===== config.mk =====
export PLATFORM = sky130hd
export DESIGN_NAME = store_write_buffer
export DESIGN_NICKNAME = d
export VERILOG_FILES = /design/src/rtl/store_write_buffer.sv
export SDC_FILE = /design/constraint.sdc
export NUM_CORES = 1
export LEC_CHECK = 0
export CORE_ASPECT_RATIO = 1.5
export CORE_UTILIZATION = 55
export CTS_CLUSTER_SIZE = 12
export DETAILED_ROUTE_END_ITERATION = 12
export HOLD_SLACK_MARGIN = 0.05
export PLACE_DENSITY = 0.79
export RECOVER_POWER = 100
export SLEW_MARGIN = 20
export SYNTH_ARGS = -nofsm -noshare
export SYNTH_HDL_FRONTEND = slang
export SYNTH_SLANG_ARGS = --single-unit

===== constraint.sdc =====
create_clock -name clock -period 3.8 [get_ports clock]
set_clock_uncertainty 0.2 [all_clocks]
set_input_delay 0.76 -clock clock [delete_from_list [all_inputs] [get_ports clock]]
set_output_delay 0.76 -clock clock [all_outputs]
set_load 0.01 [all_outputs]

===== src/rtl/store_write_buffer.sv =====
// rtl/store_write_buffer.sv - in-order store write buffer draining one store per cycle to the pmem write port
// Optional same-word store merging into the newest entry: STORE_BUF_COALESCE_EN
module store_write_buffer #(
  parameter int DEPTH  = 4,
  parameter int ADDR_W = 32,
  parameter int DATA_W = 32
) (
  input  logic                       clock,
  input  logic                       reset_n,
  input  logic                       req_valid_i,
  output logic                       req_ready_o,
  input  logic [ADDR_W-1:0]          req_addr_i,
  input  logic [DATA_W/8-1:0]        req_strb_i,
  input  logic [DATA_W-1:0]          req_data_i,
  input  logic                       drain_stall_i,
  output logic                       pmem_en_o,
  output logic [ADDR_W-1:0]          pmem_addr_o,
  output logic [DATA_W/8-1:0]        pmem_strb_o,
  output logic [DATA_W-1:0]          pmem_data_o,
  input  logic [ADDR_W-1:0]          ld_addr_i,
  output logic                       ld_hit_o,
  output logic                       empty_o,
  output logic [$clog2(DEPTH+1)-1:0] count_o
);

  localparam int STRB_W = DATA_W / 8;
  localparam int PTR_W  = $clog2(DEPTH);
  localparam int CNT_W  = $clog2(DEPTH + 1);

  logic [ADDR_W-1:0] ent_addr_q [DEPTH];
  logic [STRB_W-1:0] ent_strb_q [DEPTH];
  logic [DATA_W-1:0] ent_data_q [DEPTH];

  logic [PTR_W-1:0]  head_q, head_d;
  logic [PTR_W-1:0]  tail_q, tail_d;
  logic [CNT_W-1:0]  count_q, count_d;

  logic              out_en_q;
  logic [ADDR_W-1:0] out_addr_q;
  logic [STRB_W-1:0] out_strb_q;
  logic [DATA_W-1:0] out_data_q;

  logic              pop;
  logic              accept;
  logic              merge;
  logic              push_new;
  logic [PTR_W-1:0]  slot_off;
  logic              unused_ld_lsb;

  assign req_ready_o = (count_q != CNT_W'(DEPTH));
  assign pop         = (count_q != '0) && !drain_stall_i;
  // Zero-strobe stores are acknowledged but never occupy an entry.
  assign accept      = req_valid_i && req_ready_o && (req_strb_i != '0);

`ifdef STORE_BUF_COALESCE_EN
  logic [PTR_W-1:0] last_idx;
  assign last_idx = tail_q - PTR_W'(1);
  // A lone entry leaving this edge cannot absorb the request; it gets its own slot.
  assign merge = accept && (count_q != '0)
               && (ent_addr_q[last_idx][ADDR_W-1:2] == req_addr_i[ADDR_W-1:2])
               && !((count_q == CNT_W'(1)) && pop);
`else
  assign merge = 1'b0;
`endif

  assign push_new = accept && !merge;

  always_comb begin
    head_d  = head_q;
    tail_d  = tail_q;
    count_d = count_q;
    if (pop) begin
      head_d = head_q + PTR_W'(1);
    end
    if (push_new) begin
      tail_d = tail_q + PTR_W'(1);
    end
    if (push_new && !pop) begin
      count_d = count_q + CNT_W'(1);
    end else if (!push_new && pop) begin
      count_d = count_q - CNT_W'(1);
    end
  end

  // Entry storage needs no reset: validity is derived from head/count.
  always_ff @(posedge clock) begin
    if (push_new) begin
      ent_addr_q[tail_q] <= req_addr_i;
      ent_strb_q[tail_q] <= req_strb_i;
      ent_data_q[tail_q] <= req_data_i;
    end
`ifdef STORE_BUF_COALESCE_EN
    else if (merge) begin
      ent_strb_q[last_idx] <= ent_strb_q[last_idx] | req_strb_i;
      for (int b = 0; b < STRB_W; b++) begin
        if (req_strb_i[b]) begin
          ent_data_q[last_idx][8*b +: 8] <= req_data_i[8*b +: 8];
        end
      end
    end
`endif
  end

  always_ff @(posedge clock or negedge reset_n) begin
    if (!reset_n) begin
      head_q     <= '0;
      tail_q     <= '0;
      count_q    <= '0;
      out_en_q   <= 1'b0;
      out_addr_q <= '0;
      out_strb_q <= '0;
      out_data_q <= '0;
    end else begin
      head_q   <= head_d;
      tail_q   <= tail_d;
      count_q  <= count_d;
      out_en_q <= pop;
      if (pop) begin
        out_addr_q <= ent_addr_q[head_q];
        out_strb_q <= ent_strb_q[head_q];
        out_data_q <= ent_data_q[head_q];
      end
    end
  end

  always_comb begin
    slot_off = '0;
    ld_hit_o = out_en_q && (out_addr_q[ADDR_W-1:2] == ld_addr_i[ADDR_W-1:2]);
    for (int i = 0; i < DEPTH; i++) begin
      slot_off = PTR_W'(i) - head_q;
      if ((CNT_W'(slot_off) < count_q)
          && (ent_addr_q[i][ADDR_W-1:2] == ld_addr_i[ADDR_W-1:2])) begin
        ld_hit_o = 1'b1;
      end
    end
  end

  assign unused_ld_lsb = ^ld_addr_i[1:0];

  assign pmem_en_o   = out_en_q;
  assign pmem_addr_o = out_addr_q;
  assign pmem_strb_o = out_strb_q;
  assign pmem_data_o = out_data_q;
  assign empty_o     = (count_q == '0) && !out_en_q;
  assign count_o     = count_q;

endmodule


-- Word level (Yosys, flattened, before mapping)
Memory sizes are Yosys's and may differ from the RTL's. A register that Yosys moved wholly into a read port is not among the register bits.
Index checks and enable logic that the tools add are counted.
- add/subtract/negate cells: 8
- order comparisons: 4
- equal/unequal tests: 6
- muxes and demuxes: 8
- reductions and logical operators: 22
- operator list (operator ; count):
    equality test 30 bit ; 5
    < comparator 2 x 3 -> 1 bit ; 4
    logical AND 1 bit ; 11
    logical NOT 1 bit ; 7
    2-to-1 mux 1 bit ; 6
    2-to-1 mux 3 bit ; 2
    adder 2 x 1 -> 2 bit (second input constant) ; 2
    nonzero test 4 bit ; 1
    subtractor 1 x 2 -> 2 bit (first input constant) ; 2
    subtractor 2 bit (first input constant) ; 2
    adder 3 x 1 -> 3 bit (second input constant) ; 1
    logical NOT 3 bit ; 1
    inequality test 3 bit (second input constant) ; 1
    nonzero test 3 bit ; 1
    subtractor 3 x 1 -> 3 bit (second input constant) ; 1
    nonzero test 2 bit ; 1
- bits in registers: 8
- memory bits (writable): 272
- input port bits: 104
- output and inout port bits: 75
- memories: 3
- memories (memory ; words ; width ; rd ports ; clocked after Yosys merged registers in ; write ports ; RTL line ; text):
    ent_addr_q ; 4 ; 32 ; 5 ; 1 ; 1 ; 30 ; logic [ADDR_W-1:0] ent_addr_q [DEPTH];
    ent_data_q ; 4 ; 32 ; 1 ; 1 ; 1 ; 32 ; logic [DATA_W-1:0] ent_data_q [DEPTH];
    ent_strb_q ; 4 ; 4 ; 1 ; 1 ; 1 ; 31 ; logic [STRB_W-1:0] ent_strb_q [DEPTH];

-- Logic depth before layout (Yosys ltp)
Gate-level depths: netlist of the first run.
- word-level depth: 7
- depth in mapped cells: 10

-- Least setup slack after synthesis of the first run
Ideal clock, no wire load.
- kind: input-to-reg
- start point: input req_strb_i[1]
- end point: memory ent_addr_q[0][0], enable pin
- library setup time: 0.433 ns
- arrival: 2.828 ns
- slack: 0.339 ns
- stages: 3
- buffers on the path: 0
- cells stage by stage: o41ai_1 -> a21oi_1 -> and2_1
- longest elaborated chain between the ends: 4
- RTL lines (what ; RTL line ; text):
    start, declared ; 13 ; input logic [DATA_W/8-1:0] req_strb_i,
    nonzero test 4 bit ; 53 ; assign accept = req_valid_i && req_ready_o && (req_strb_i != '0);
    logical AND 1 bit ; 53 ;
    named net accept ; 44 ; logic accept;
    2-to-1 mux 1 bit ; 87 ; if (push_new) begin
    2-to-1 mux 1 bit (implied by the code) ; 88 ; ent_addr_q[tail_q] <= req_addr_i;
    end, declared ; 30 ;
The timed path passes the listed nets, and every way through them passes these cells.

-- Worst setup path in the final report of the first run
- start point: input ld_addr_i[8]
- end point: output ld_hit_o
- longest elaborated chain between the ends: 6
- elaborated cells on any way between the ends: 14
- those cells by class: eq/ne: 5; mux: 4; reduce/logical: 5
- RTL lines (what ; RTL line ; text):
    start, declared ; 20 ; input logic [ADDR_W-1:0] ld_addr_i,
    equality test 30 bit, on equally long branches ; 128, 132 ;
    logical AND 1 bit, on equally long branches ; 128, 132 ;
    2-to-1 mux 1 bit (3 in series) ; 131 ; if ((CNT_W'(slot_off) < count_q)
    2-to-1 mux 1 bit (*) ; 131 ;
    end, declared ; 21 ; output logic ld_hit_o,
Mark *: on every way between the ends. The rest lies on a longest branch, timed or not.

==> flow_metrics.py, run 1 <==
metrics = {
    "critical_path": {
        "crit_path_start_kind": "input port",
        "r2r_cells": 4,
        "path_class": "input port to primary output",
        "crit_slowest_cell": "clkdlybuf4s50_1",
        "arrival_ns": 2.76,
        "critPathMaxFanout": 4,
        "critPathMaxStageDelay_ns": 0.65,
        "crit_top_cell": "nand4_1",
        "worstSetupEndpointType": "primary output",
        "cp_num_cells": 8,
        "cp.buffers_inverters": 3,
        "worstPathCellList": "clkdlybuf4s50_1, xnor2_1, buf_4, nand4_1, nor4_1, nand3_1, nand4_1, dlygate4sd2_1",
        "crit_required_ns": 2.84,
        "crit_family": "buffers and inverters",
    },
    "final_layout": {
        "final_common_cell": "edfxtp_1",
        "final_cell_area_sq_mm": 0.0183,
        "drive_gt1_share_pct": 25.6,
        "nFillCells": 1753,
        "fin_nets": 1144,
        "multi_input_area_sq_mm": 0.00437,
        "regArea_sq_mm": 0.0101,
        "layout_common_cells": "edfxtp_1 (272), dlygate4sd3_1 (142), xnor2_1 (113), dfrtp_1 (74)",
        "syn2layout_area_growth_pct": 24.1,
    },
    "placed_design": {
        "pre_cts_ws_ns": -0.205,
        "hpwl_microns": 23300,
        "portBuffers": 176,
        "placed_area_sq_mm": 0.0173,
        "gp_congestion": 0.946,
    },
    "clocking": {
        "hold_buffers": 0,
        "cts_setup_buffers": 0,
        "clockRootBuffer": "clkbuf_16",
        "path_clk_slew_ns": 0.06,
        "numCtsBuffers": 35,
        "cts_tree": "done",
        "clk_latency_ns": 0.51,
        "cts_max_level": 2,
        "clk_path_buf_depth": 3,
        "cts_sinks": 348,
    },
    "worst_hold_path": {
        "hp-class": "input port to asynchronous set/reset pin",
    },
    "drt": {
        "drt_iter0_drc": 550,
        "ant_nets": 0,
        "drc": 0,
        "wl_met1_microns": 12000,
        "vias": 8111,
        "wl_met3_microns": 2050,
        "wl_per_cell_microns": 24.7,
        "vias_per_cell": 5.82,
        "wl_met2_microns": 18300,
        "routed_wirelength_microns": 34400,
        "drt-pass1-iter-count": 7,
        "top_layer": "met5",
    },
    "floorplanning": {
        "ios": 179,
        "die_w_microns": 136,
        "core_area_sq_mm": 0.0264,
        "fp.dieH_microns": 203,
        "dieArea_sq_mm": 0.0275,
        "rows": 73,
        "start_util_pct": 55.9,
    },
    "synth": {
        "ys_seq_elements": 348,
        "syn_nets": 907,
        "synth_cells": 793,
        "async_reset_ff_share_pct": 21.8,
        "synth-edff-count": 272,
        "synth-main-ff-cell": "edfxtp_1",
        "netlist.area_leader.share_pct": 55.3,
        "synth_largest_area_cell": "edfxtp_1",
        "synth_area_sq_mm": 0.0148,
        "ys_types": 33,
        "yosys_warnings": 0,
        "ys_top_cells_by_area": "edfxtp_1 (55%), dfrtp_1 (13%), mux4_2 (10%)",
        "synth.yosys.seq_area_share_pct": 68.2,
        "avgSynthCellArea_sq_um": 18.6,
    },
    "timing": {
        "finalSetupViolCount": 0,
        "timing.setup.tns_ns": 0,
        "hold_ws_ns": 0.0766,
        "min_period_over_period_pct": 97.9,
        "slew_viol_final": 107,
        "rsz0062_at_grt": "no",
        "hold_viol": 0,
        "maxSlewHeadroom_pct": -50.8,
        "fin_ws_ns": 0.0817,
        "worstMarginPinSlew_ns": 2.26,
        "post-route-min-period_ns": 3.72,
        "fmax_ghz": 0.269,
    },
    "pwr": {
        "power_frac_seq_pct": 43.3,
        "power_mw": 13.3,
        "swShare_pct": 29.9,
        "p_clk_share_pct": 23.8,
        "vdd_ir_drop_max_uv": 576,
        "power.internal_mw": 9.34,
        "powerDensity_mw_per_mm2": 727,
        "p_comb_share_pct": 32.9,
        "p_leak_nw": 6.33,
        "p_sw_mw": 3.98,
    },
    "global_routing": {
        "gr-usage-all-layers_pct": 26.3,
        "overflow": 0,
        "antenna_found_initial": 5,
        "grt_pass1_wl_microns": 51400,
        "grt_pass1_vias": 8590,
        "grt_max_degree": 72,
    },
    "outcome": {
        "outcome": "finished, violations left",
        "violations": "max-capacitance violations, max-slew violations",
    },
    "job": {
        "maxCapViolCount": 2,
    },
}
==> final timing paths <==
path	startpoint	slack (ns)	end
worst max-delay path	ld_addr_i[8]	0.08	ld_hit_o
worst min-delay path	reset_n	0.08	pmem_data_o[0]$_DFFE_PN0P_
worst max register to register	count_o[2]$_DFFE_PN0P_	0.41	pmem_data_o[13]$_DFFE_PN0P_
worst min register to register	pmem_strb_o[3]$_DFFE_PN0P_	0.30	pmem_strb_o[3]$_DFFE_PN0P_
max in group asynchronous	reset_n	0.82	pmem_strb_o[1]$_DFFE_PN0P_
min in group clock	pmem_strb_o[3]$_DFFE_PN0P_	0.30	pmem_strb_o[3]$_DFFE_PN0P_
==> Yosys cell counts (5+ instances only) <==
| cell type | number |
|---|---|
| buf_2 | 19 |
| buf_4 | 9 |
| buf_6 | 11 |
| clkbuf_1 | 14 |
| dfrtp_1 | 76 |
| edfxtp_1 | 272 |
| ha_1 | 9 |
| inv_1 | 10 |
| mux2_2 | 69 |
| mux4_2 | 68 |
| nand2_1 | 5 |
| nand3_1 | 5 |
| nand4_1 | 26 |
| nor4_1 | 13 |
| xnor2_1 | 116 |
| xor2_1 | 40 |
==> area by class of cell <==
| cell class | instances | area share [%] |
|---|---|---|
| antenna | 3 | 0.0410 |
| clock buffer | 58 | 5.59 |
| inverter | 11 | 0.225 |
| clock inverter | 2 | 0.0478 |
| tap | 337 | 2.30 |
| timing repair buffer | 254 | 12.9 |
| sequential | 348 | 55.0 |
| multi-input combinational | 380 | 23.8 |
==> power groups by stage <==
| stage | clock network, mW | registers (mW) | logic [mW] |
|---|---|---|---|
| after floorplan | 0 | 5.85 | 2.59 |
| after global placement | 0 | 5.80 | 4.56 |
| after detailed placement | 0 | 5.85 | 4.62 |
| after CTS | 3.22 | 5.79 | 4.66 |
| after global routing | 3.36 | 5.87 | 4.70 |
| final | 3.16 | 5.77 | 4.38 |
==> routing by layer <==
layer	GRT usage [%]	up-vias
met5	0	-
met4	15.6	4
met1	30.1	4190
li1	-	3515
met2	45.2	309
met3	4.97	93
==> sequential cells by signal, summed over array words and instances, names as in the netlist <==
name and cells:
head_q 2, pmem_strb_o 4, ent_data_q 128, pmem_data_o 32
pmem_en_o 1, pmem_addr_o 32, count_o 3, tail_q 2
ent_addr_q 128, ent_strb_q 16
==> cells by family after synthesis <==
| group | after synthesis | synth area share [%] |
|---|---|---|
| adder cells (fa/ha/maj) | 10 | 0.899 |
| XOR/XNOR | 157 | 9.37 |
| buffers and inverters | 65 | 2.71 |
| multiplexers | 137 | 15.6 |
| AND/OR/NAND/NOR | 63 | 2.55 |
| flip-flops | 348 | 68.2 |
| AO/OA/AOI/OAI | 13 | 0.610 |
==> stage by stage <==
step	utilization, %	cells
final	69.4	1393
after detailed placement	65.5	1330
after CTS	69.7	1390
after floorplan	-	793
after global placement	65.5	1330
after global routing	69.4	1391
==> repair_timing <==
item | CTS | global route
gates resized for setup | 12 | 1
setup endpoints to repair | 1 | 1
pin swaps | 1 | 0
Note: power is estimated with default switching activity, not from simulation.
==> run 2, diff against run 1 <==
--- a/config.mk
+++ b/config.mk
@@ -7,6 +7,7 @@
 export LEC_CHECK = 0
 export CORE_ASPECT_RATIO = 1.5
 export CORE_UTILIZATION = 55
+export CTS_CLUSTER_DIAMETER = 60
 export CTS_CLUSTER_SIZE = 12
 export DETAILED_ROUTE_END_ITERATION = 12
 export HOLD_SLACK_MARGIN = 0.05
==> run 2 against run 1 <==
  * The flow still finishes with violations (max-capacitance violations, max-slew violations)
  * Final area decreased by 0.25%
  * Total power shrank 0.49%
  * Combinational power hardly changed
==> flow_metrics.py, run 2 (same netlist as run 1, synthesis figures left out) <==
metrics = {
    "global_routing": {
        "grt_util_met3_pct": 4.62,
        "use_met2_pct": 45.4,
        "overflow": 0,
        "grt_pass1_wl_microns": 51800,
        "antenna_found_initial": 8,
        "busiest_layer": "met2",
        "grt_max_degree": 72,
        "grt_pass1_vias": 8576,
        "gr-usage-all-layers_pct": 26.4,
        "use_met1_pct": 31.4,
    },
    "timing": {
        "worstMarginPinSlew_ns": 2.27,
        "finalSetupViolCount": 0,
        "maxSlewHeadroom_pct": -51.5,
        "slew_viol_final": 107,
        "fmax_ghz": 0.270,
        "hold_viol": 0,
        "rsz0062_at_grt": "no",
        "min_period_over_period_pct": 97.5,
        "post-route-min-period_ns": 3.70,
        "timing.setup.tns_ns": 0,
    },
    "placed_design": {
        "dp_cells": 1330,
        "portBuffers": 176,
        "gp_congestion": 0.946,
        "hpwl_microns": 23300,
    },
    "drt": {
        "ant_nets": 0,
        "routed_wirelength_microns": 34700,
        "drt-pass1-iter-count": 5,
        "wl_per_cell_microns": 24.8,
        "drt_iter0_drc": 594,
        "vias": 8046,
        "vias_per_cell": 5.76,
        "drc": 0,
    },
    "pwr": {
        "vdd_ir_drop_max_uv": 591,
        "powerDensity_mw_per_mm2": 725,
        "p_leak_nw": 6.30,
    },
    "clocking": {
        "cts_max_level": 2,
        "path_clk_slew_ns": 0.06,
        "cts_setup_buffers": 0,
        "clk_latency_ns": 0.52,
        "clockRootBuffer": "clkbuf_16",
        "numCtsBuffers": 35,
        "hold_buffers": 0,
        "clk_path_buf_depth": 3,
        "cts_sinks": 348,
        "cts_tree": "done",
    },
    "critical_path": {
        "crit_required_ns": 2.84,
        "crit_path_start_kind": "input port",
        "critPathMaxFanout": 3,
        "arrival_ns": 2.74,
        "worstSetupEndpointType": "primary output",
        "path_class": "input port to primary output",
    },
    "floorplanning": {
        "ios": 179,
        "fp.dieH_microns": 203,
        "core_area_sq_mm": 0.0264,
        "die_w_microns": 136,
        "rows": 73,
        "dieArea_sq_mm": 0.0275,
        "start_util_pct": 55.9,
    },
    "final_layout": {
        "syn2layout_area_growth_pct": 23.8,
        "reg_top3": "ent_addr_q x128, ent_data_q x128",
        "fin_nets": 1144,
        "instances_no_fill": 1397,
        "drive_gt1_share_pct": 25.3,
        "layout_common_cells": "edfxtp_1 (272), dlygate4sd3_1 (142), xnor2_1 (114), dfrtp_1 (74)",
        "final_common_cell": "edfxtp_1",
    },
    "outcome": {
        "violations": "max-capacitance violations, max-slew violations",
        "outcome": "finished, violations left",
    },
    "job": {
        "maxCapViolCount": 2,
    },
    "worst_hold_path": {
        "hp-class": "input port to asynchronous set/reset pin",
    },
}
[run 2: cell count changes in the layout (fill, tap and decap cells not counted), sizes merged]
| cell | previous run | this run |
|---|---|---|
| inv | 11 | 13 |
| clkinv | 2 | 1 |
| clkbuf | 62 | 63 |
| diode | 3 | 5 |
[run 2: repair_timing]
item	CTS	global route
gates resized for setup	11	1
pin swaps	1	0
setup endpoints to repair	1	1
[run 2: cell type report]
cell class	instances	area, sq um
antenna	5	12.5
clock buffer	59	966
clock inverter	3	23.8
fill	1742	8130
inverter	11	41.3
multi-input combinational	380	4360
sequential	348	10100
tap	337	422
timing repair buffer	254	2370
[run 2: worst paths after layout]
kind | from | endpoint | slack [ns] | depth (start not counted)
max | ld_addr_i[4] | ld_hit_o | 0.1 | 8
max in group asynchronous | reset_n | pmem_data_o[22]$_DFFE_PN0P_ | 0.76 | 2
min | reset_n | pmem_data_o[0]$_DFFE_PN0P_ | 0.07 | 1
max reg2reg | count_o[2]$_DFFE_PN0P_ | pmem_addr_o[0]$_DFFE_PN0P_ | 0.38 | 4
min in group clock | pmem_strb_o[3]$_DFFE_PN0P_ | pmem_strb_o[3]$_DFFE_PN0P_ | 0.30 | 1
min reg2reg | pmem_strb_o[3]$_DFFE_PN0P_ | pmem_strb_o[3]$_DFFE_PN0P_ | 0.30 | 1
[run 2: per-stage QoR]
| step | area, sq um | utilization (%) | power, mW | worst slack (ns) | hold slack (ns) |
|---|---|---|---|---|---|
| 5_1_grt | 18300 | 69.2 | 13.9 | 0.00196 | 0.0989 |
| 3_3_place_gp | 17300 | 65.5 | 10.4 | -0.179 | 0.289 |
| 2_1_floorplan | 14800 | - | 8.44 | 0.339 | 0.264 |
| 4_1_cts | 18300 | 69.5 | 13.6 | 0.134 | 0.100 |
| 3_5_place_dp | 17300 | 65.5 | 10.5 | -0.205 | 0.296 |
| 6_report | 18300 | 69.2 | 13.3 | 0.0957 | 0.0718 |
[run 2: where the power goes]
group / total, mW / internal (mW) / switching [mW]
Sequential: 5.77 / 5.17 / 0.606
Combinational: 4.39 / 2.34 / 2.05
Clock: 3.09 / 1.73 / 1.36
Total: 13.3 / 9.24 / 4.01
[run 2: worst max-delay path, stage by stage]
cell	delay, ns
clkdlybuf4s50_1	0.57
xnor2_1	0.15
buf_4	0.14
o2111ai_1	0.11
a2111oi_0	0.45
nand4_1	0.14
nand4_1	0.14
dlygate4sd2_1	0.28
[run 2: metal layers]
layer | share of wire [%] | vias up | wire length, microns
met5 | 0.072 | - | 25
met4 | 5.4 | 4 | 1860
met3 | 5.5 | 86 | 1900
met2 | 53 | 287 | 18400
met1 | 36 | 4145 | 12400
li1 | - | 3524 | -
==> run 3, diff against run 2 <==
--- a/config.mk
+++ b/config.mk
@@ -6,12 +6,12 @@
 export NUM_CORES = 1
 export LEC_CHECK = 0
 export CORE_ASPECT_RATIO = 1.5
-export CORE_UTILIZATION = 55
+export CORE_UTILIZATION = 25
 export CTS_CLUSTER_DIAMETER = 60
 export CTS_CLUSTER_SIZE = 12
 export DETAILED_ROUTE_END_ITERATION = 12
 export HOLD_SLACK_MARGIN = 0.05
-export PLACE_DENSITY = 0.79
+export PLACE_DENSITY = 0.42
 export RECOVER_POWER = 100
 export SLEW_MARGIN = 20
 export SYNTH_ARGS = -nofsm -noshare
==> run 3 against run 2 <==
  * The run still ends with max-capacitance violations, max-slew violations left
  * Critical endpoint unchanged
  * Clock-buffer cell count up 5
  * Flip-flop and latch count unchanged
  * Via count down 0.42%
==> flow_metrics.py, run 3 (same netlist as run 1, synthesis figures left out) <==
metrics = {
    "critical_path": {
        "critPathMaxFanout": 4,
        "r2r_slack_ns": 0.76,
        "arrival_ns": 2.70,
        "critPathMaxStageDelay_ns": 0.40,
        "worstSetupEndpointType": "primary output",
        "crit_path_start_kind": "input port",
        "crit_start": "ld_addr_i[26]",
        "r2r_cells": 5,
        "crit_slowest_cell": "clkdlybuf4s50_1",
        "reg2reg_to": "ent_data_q[3][1]$_DFFE_PP_",
        "cp.buffers_inverters": 4,
        "worstPathCellList": "clkdlybuf4s50_1, buf_4, xor2_1, nor4_2, buf_4, nand4_1, or3_1, nand4_1, clkbuf_2",
        "timing.rr.start": "count_o[0]$_DFFE_PN0P_",
        "crit_required_ns": 2.84,
        "cp_num_cells": 9,
        "crit_family": "simple AND/OR/NAND/NOR gates",
        "crit_path_end": "ld_hit_o",
        "path_class": "input port to primary output",
    },
    "clocking": {
        "path_clk_slew_ns": 0.06,
        "clockRootBuffer": "clkbuf_16",
        "cts_sinks": 348,
        "cts_max_level": 2,
        "clk_path_buf_depth": 3,
        "numCtsBuffers": 38,
        "cts_tree": "done",
        "cts_setup_buffers": 0,
        "clk_latency_ns": 0.53,
    },
    "final_layout": {
        "final_cell_area_sq_mm": 0.0193,
        "layout_common_cells": "edfxtp_1 (272), dlygate4sd3_1 (143), xnor2_1 (113), buf_4 (86), dfrtp_1 (74)",
        "drive_gt1_share_pct": 28.2,
        "reg_top3": "ent_addr_q x128, ent_data_q x128",
        "fin_nets": 1174,
        "syn2layout_area_growth_pct": 30.6,
        "final_common_cell": "edfxtp_1",
    },
    "pwr": {
        "p_leak_nw": 6.57,
        "powerDensity_mw_per_mm2": 735,
        "power_mw": 14.2,
        "vdd_ir_drop_max_uv": 304,
    },
    "floorplanning": {
        "fp.dieH_microns": 300,
        "ios": 179,
        "core_area_sq_mm": 0.0581,
        "dieArea_sq_mm": 0.0600,
        "start_util_pct": 25.4,
        "die_w_microns": 200,
        "rows": 108,
    },
    "drt": {
        "drt_iter0_drc": 310,
        "drc": 0,
        "vias": 8012,
        "vias_per_cell": 4.31,
        "routed_wirelength_microns": 43700,
        "ant_nets": 0,
        "wl_per_cell_microns": 23.5,
        "drt-pass1-iter-count": 4,
    },
    "timing": {
        "hold_viol": 0,
        "min_period_over_period_pct": 96.3,
        "maxSlewHeadroom_pct": -27.9,
        "hold_ws_ns": 0.301,
        "finalSetupViolCount": 0,
        "rsz0062_at_grt": "no",
        "worstMarginPinSlew_ns": 1.92,
        "fmax_ghz": 0.273,
        "post-route-min-period_ns": 3.66,
        "slew_viol_final": 27,
    },
    "global_routing": {
        "antenna_found_initial": 10,
        "grt_max_degree": 72,
        "grt_pass1_wl_microns": 62900,
        "gr-usage-all-layers_pct": 14.7,
        "overflow": 0,
        "grt_pass1_vias": 8958,
    },
    "job": {
        "maxCapViolCount": 1,
    },
    "outcome": {
        "violations": "max-capacitance violations, max-slew violations",
        "outcome": "finished, violations left",
    },
    "placed_design": {
        "gp_congestion": 0.858,
        "portBuffers": 176,
        "hpwl_microns": 30200,
        "placed_area_sq_mm": 0.0181,
    },
    "worst_hold_path": {
        "hold_depth": 1,
        "hp-class": "flop to flop",
    },
}
-- run 3: how the worst min path moves through the flow --
stage	end	slack, ns	startpoint
floorplan	count_o[0]$_DFFE_PN0P_	0.26	reset_n
finish	pmem_data_o[0]$_DFFE_PN0P_	0.30	pmem_data_o[0]$_DFFE_PN0P_
CTS	pmem_data_o[27]$_DFFE_PN0P_	0.31	pmem_data_o[27]$_DFFE_PN0P_
detailed placement	pmem_data_o[12]$_DFFE_PN0P_	0.30	pmem_data_o[12]$_DFFE_PN0P_
global route	pmem_data_o[4]$_DFFE_PN0P_	0.32	pmem_data_o[4]$_DFFE_PN0P_
global placement	pmem_data_o[3]$_DFFE_PN0P_	0.29	pmem_data_o[3]$_DFFE_PN0P_
-- run 3: what timing repair did --
| item | CTS | global route |
|---|---|---|
| hold buffers | 1 | 0 |
| gates cloned | 0 | 0 |
| endpoints found under the setup margin | 1 | 1 |
| pin swaps | 4 | 3 |
| endpoints found under the hold margin | 24 | 0 |
| resized for setup | 16 | 4 |
-- run 3: report_power, final --
group	switching [mW]	internal, mW	total, mW
Combinational	2.25	2.40	4.66
Sequential	0.577	5.16	5.74
Clock	1.54	2.23	3.77
Total	4.37	9.80	14.2
-- run 3: metal layers --
layer | track usage (%) | wire [microns] | vias to the layer above
li1 | - | - | 3578
met1 | 16.5 | 16500 | 4117
met2 | 26.7 | 22900 | 219
met3 | 2.80 | 2310 | 86
met4 | 6.87 | 1970 | 12
met5 | 0 | 92 | -
-- run 3: final cells by class --
type | instances | area, sq um
Fill cell | 5747 | 38800
Timing Repair Buffer | 281 | 2580
Tap cell | 770 | 963
Antenna cell | 2 | 5.00
Inverter | 11 | 41.3
Sequential cell | 348 | 10100
Clock inverter | 5 | 88.8
Clock buffer | 64 | 1160
Multi-Input combinational cell | 380 | 4360
-- run 3: metrics by stage --
| stage | cells | util [%] | TNS, ns | worst slack, ns |
|---|---|---|---|---|
| after floorplan | 793 | - | 0 | 0.339 |
| after global placement | 1789 | 31.1 | -0.471 | -0.471 |
| after detailed placement | 1789 | 31.1 | -0.434 | -0.434 |
| after CTS | 1859 | 33.4 | 0 | 0.0199 |
| after global routing | 1859 | 33.2 | 0 | 0.0297 |
| final | 1861 | 33.2 | 0 | 0.142 |
==> RTL change (settings of run 1) <==
The option `STORE_BUF_COALESCE_EN` is turned on by a define.
--- a/src/rtl/store_write_buffer.sv
+++ b/src/rtl/store_write_buffer.sv
@@ -2,2 +2,4 @@
 // Optional same-word store merging into the newest entry: STORE_BUF_COALESCE_EN
+`define STORE_BUF_COALESCE_EN
+
 module store_write_buffer #(
Check against the original RTL: not equivalent (a bounded check fails within 4 cycles, from zero or initial values and one cycle with reset_n low).
==> RTL change against run 1 <==
  * The flow finishes with violations (capacitance limit, slew limit, setup timing)
  * First-iteration DRC count increased by 33%
  * Cell count up 27%
  * Routed wire length increased by 40%
  * Total power is 29% higher
  * Design area rose by 19%
  * Worst setup slack worse by 100 ps
  * Sequential cell count stayed put
  * Clock power rose by 4%
  * Critical path depth rose by 4
  * Combinational power is 85% higher
  * Synthesized area increased by 13%
  * Hold slack better by 220 ps
  * Global-route usage increased by 6.1 points
  * Largest cell class unchanged
==> RTL change: results (changes against run 1) <==
* Outcome: complete, but fails checks (unchanged)
* Violated checks: capacitance limit, slew limit, setup timing (was capacitance limit, slew limit)
* CP Data Arrival Time at 3910 ps (was 2760 ps)
* Most common library cells after synthesis: edfxtp_1, xnor2_1, mux4_2, dfrtp_1, xor2_1 (was edfxtp_1, xnor2_1, dfrtp_1, mux2_2, mux4_2)
* Final setup vio count at 8 (was 0)
* Lkg Pwr at 7.73 nW (was 6.33 nW)
* Slew Viols, Final at 177 (was 107)
* Global-route wire length before repair at 71,000 µm (was 51,400 µm)
* Synth Area in Adders at 0.979% (was 0.899%)
* Sequential element share of the synthesized area at 60.6% (was 68.2%)
* Post-synthesis xor/xnor area fraction at 9.80% (was 9.37%)
* Complex-gate fraction of the synthesized area at 2.87% (was 0.610%)
* Worst-margin pin slew at 1950 ps (was 2260 ps)
* Number of CTS-inserted buffers at 36 (was 35)
* Worst hold-check path type: reg2reg (was in2async)
* Max_cap viols at 4 (was 2)
* Vias per cell at 6.04 (was 5.82)
* Nets at 1,465 (was 1,144)
* DR pass1 iterations at 5 (was 7)
* Crit path max fanout at 10 (was 4)
* WL final at 48,100 µm (was 34,400 µm)
* Peak VDD IR at 0.519 mV (was 0.576 mV)
* Final WS setup at -18.4 ps (was 81.7 ps)
* Largest net degree at the start of global routing at 59 (was 72)
* Share of cells above drive strength 1 at 32.2% (was 25.6%)
* Detailed placement HPWL at 34,900 µm (was 23,300 µm)
* Fill cells at 1,894 (was 1,753)
* DR iter-0 viols at 732 (was 550)
* Vias in the first global route at 11,400 (was 8,590)
## RTL change: metal layers
metal / global-route usage, % / vias up / part of all wire (%)
met4: 19.0 / 0 / 6.8
met3: 4.39 / 136 / 5.2
met2: 56.6 / 431 / 53
met5: 0 / - / 0
li1: - / 4628 / -
met1: 37.4 / 5503 / 35
## RTL change: cell type report
| cell class | instances | area, µm² | area share (%) |
|---|---|---|---|
| Sequential cell | 348 | 10100 | 46.4 |
| Clock inverter | 7 | 75.1 | 0.345 |
| Tap cell | 395 | 494 | 2.27 |
| Timing Repair Buffer | 363 | 3430 | 15.8 |
| Multi-Input combinational cell | 586 | 6610 | 30.4 |
| Clock buffer | 57 | 990 | 4.55 |
| Inverter | 13 | 58.8 | 0.270 |
| Antenna cell | 2 | 5.00 | 0.0230 |
## RTL change: cells by family (layout without fill, tap and decap cells)
logic type	Yosys count	in the layout
AOI/OAI and AO/OA	66	66
buffers and inverters	84	440
adders and majority gates	13	13
muxes	194	194
DFF	348	348
and+or+nand+nor	127	127
xor gates and xnor gates	186	186
other	0	2
## RTL change: final timing paths
kind                       slack (ps)                          end  cells past startpoint                        start
max in group asynchronous         690  pmem_addr_o[26]$_DFFE_PN0P_                      2                      reset_n
min in group asynchronous         400  pmem_data_o[10]$_DFFE_PN0P_                      1                      reset_n
hold / removal                    300  pmem_data_o[26]$_DFFE_PN0P_                      1  pmem_data_o[26]$_DFFE_PN0P_
setup / recovery                  -20  ent_data_q[3][14]$_DFFE_PP_                     12        tail_q[0]$_DFFE_PN0P_
hold reg to reg                   300  pmem_data_o[26]$_DFFE_PN0P_                      1  pmem_data_o[26]$_DFFE_PN0P_
setup reg to reg                  -20  ent_data_q[3][14]$_DFFE_PP_                     12        tail_q[0]$_DFFE_PN0P_
## RTL change: repair_timing
item                                    CTS  global route
setup buffers                             2            13
endpoints found under the setup margin  122           146
pin swaps                                10             9
gates resized for setup                  39            13
## RTL change: per-stage QoR
step	cells	worst slack [ps]	area (µm²)	setup TNS, ps
floorplan	1018	-195	17000	-15970
global placement	1690	-457	20500	-60280
detailed placement	1690	-448	20500	-83820
CTS	1756	5.30	21700	0
global route	1770	-123	21700	-8320
finish	1771	-18.4	21700	-92.5
## RTL change: critical path: stages (launching register included)
cell and delay [ps]:
dfrtp_2 430, inv_8 40, ha_4 350, buf_12 130, mux4_2 350, xnor2_4 230
o311ai_1 120, or4b_1 480, or4_4 540, o21ai_4 210, buf_12 190, o22ai_2 120
buf_12 180
## RTL change: power breakdown
group	internal [mW]	switching (mW)
registers	5.17	0.621
clock network	1.86	1.43
logic	4.16	3.94
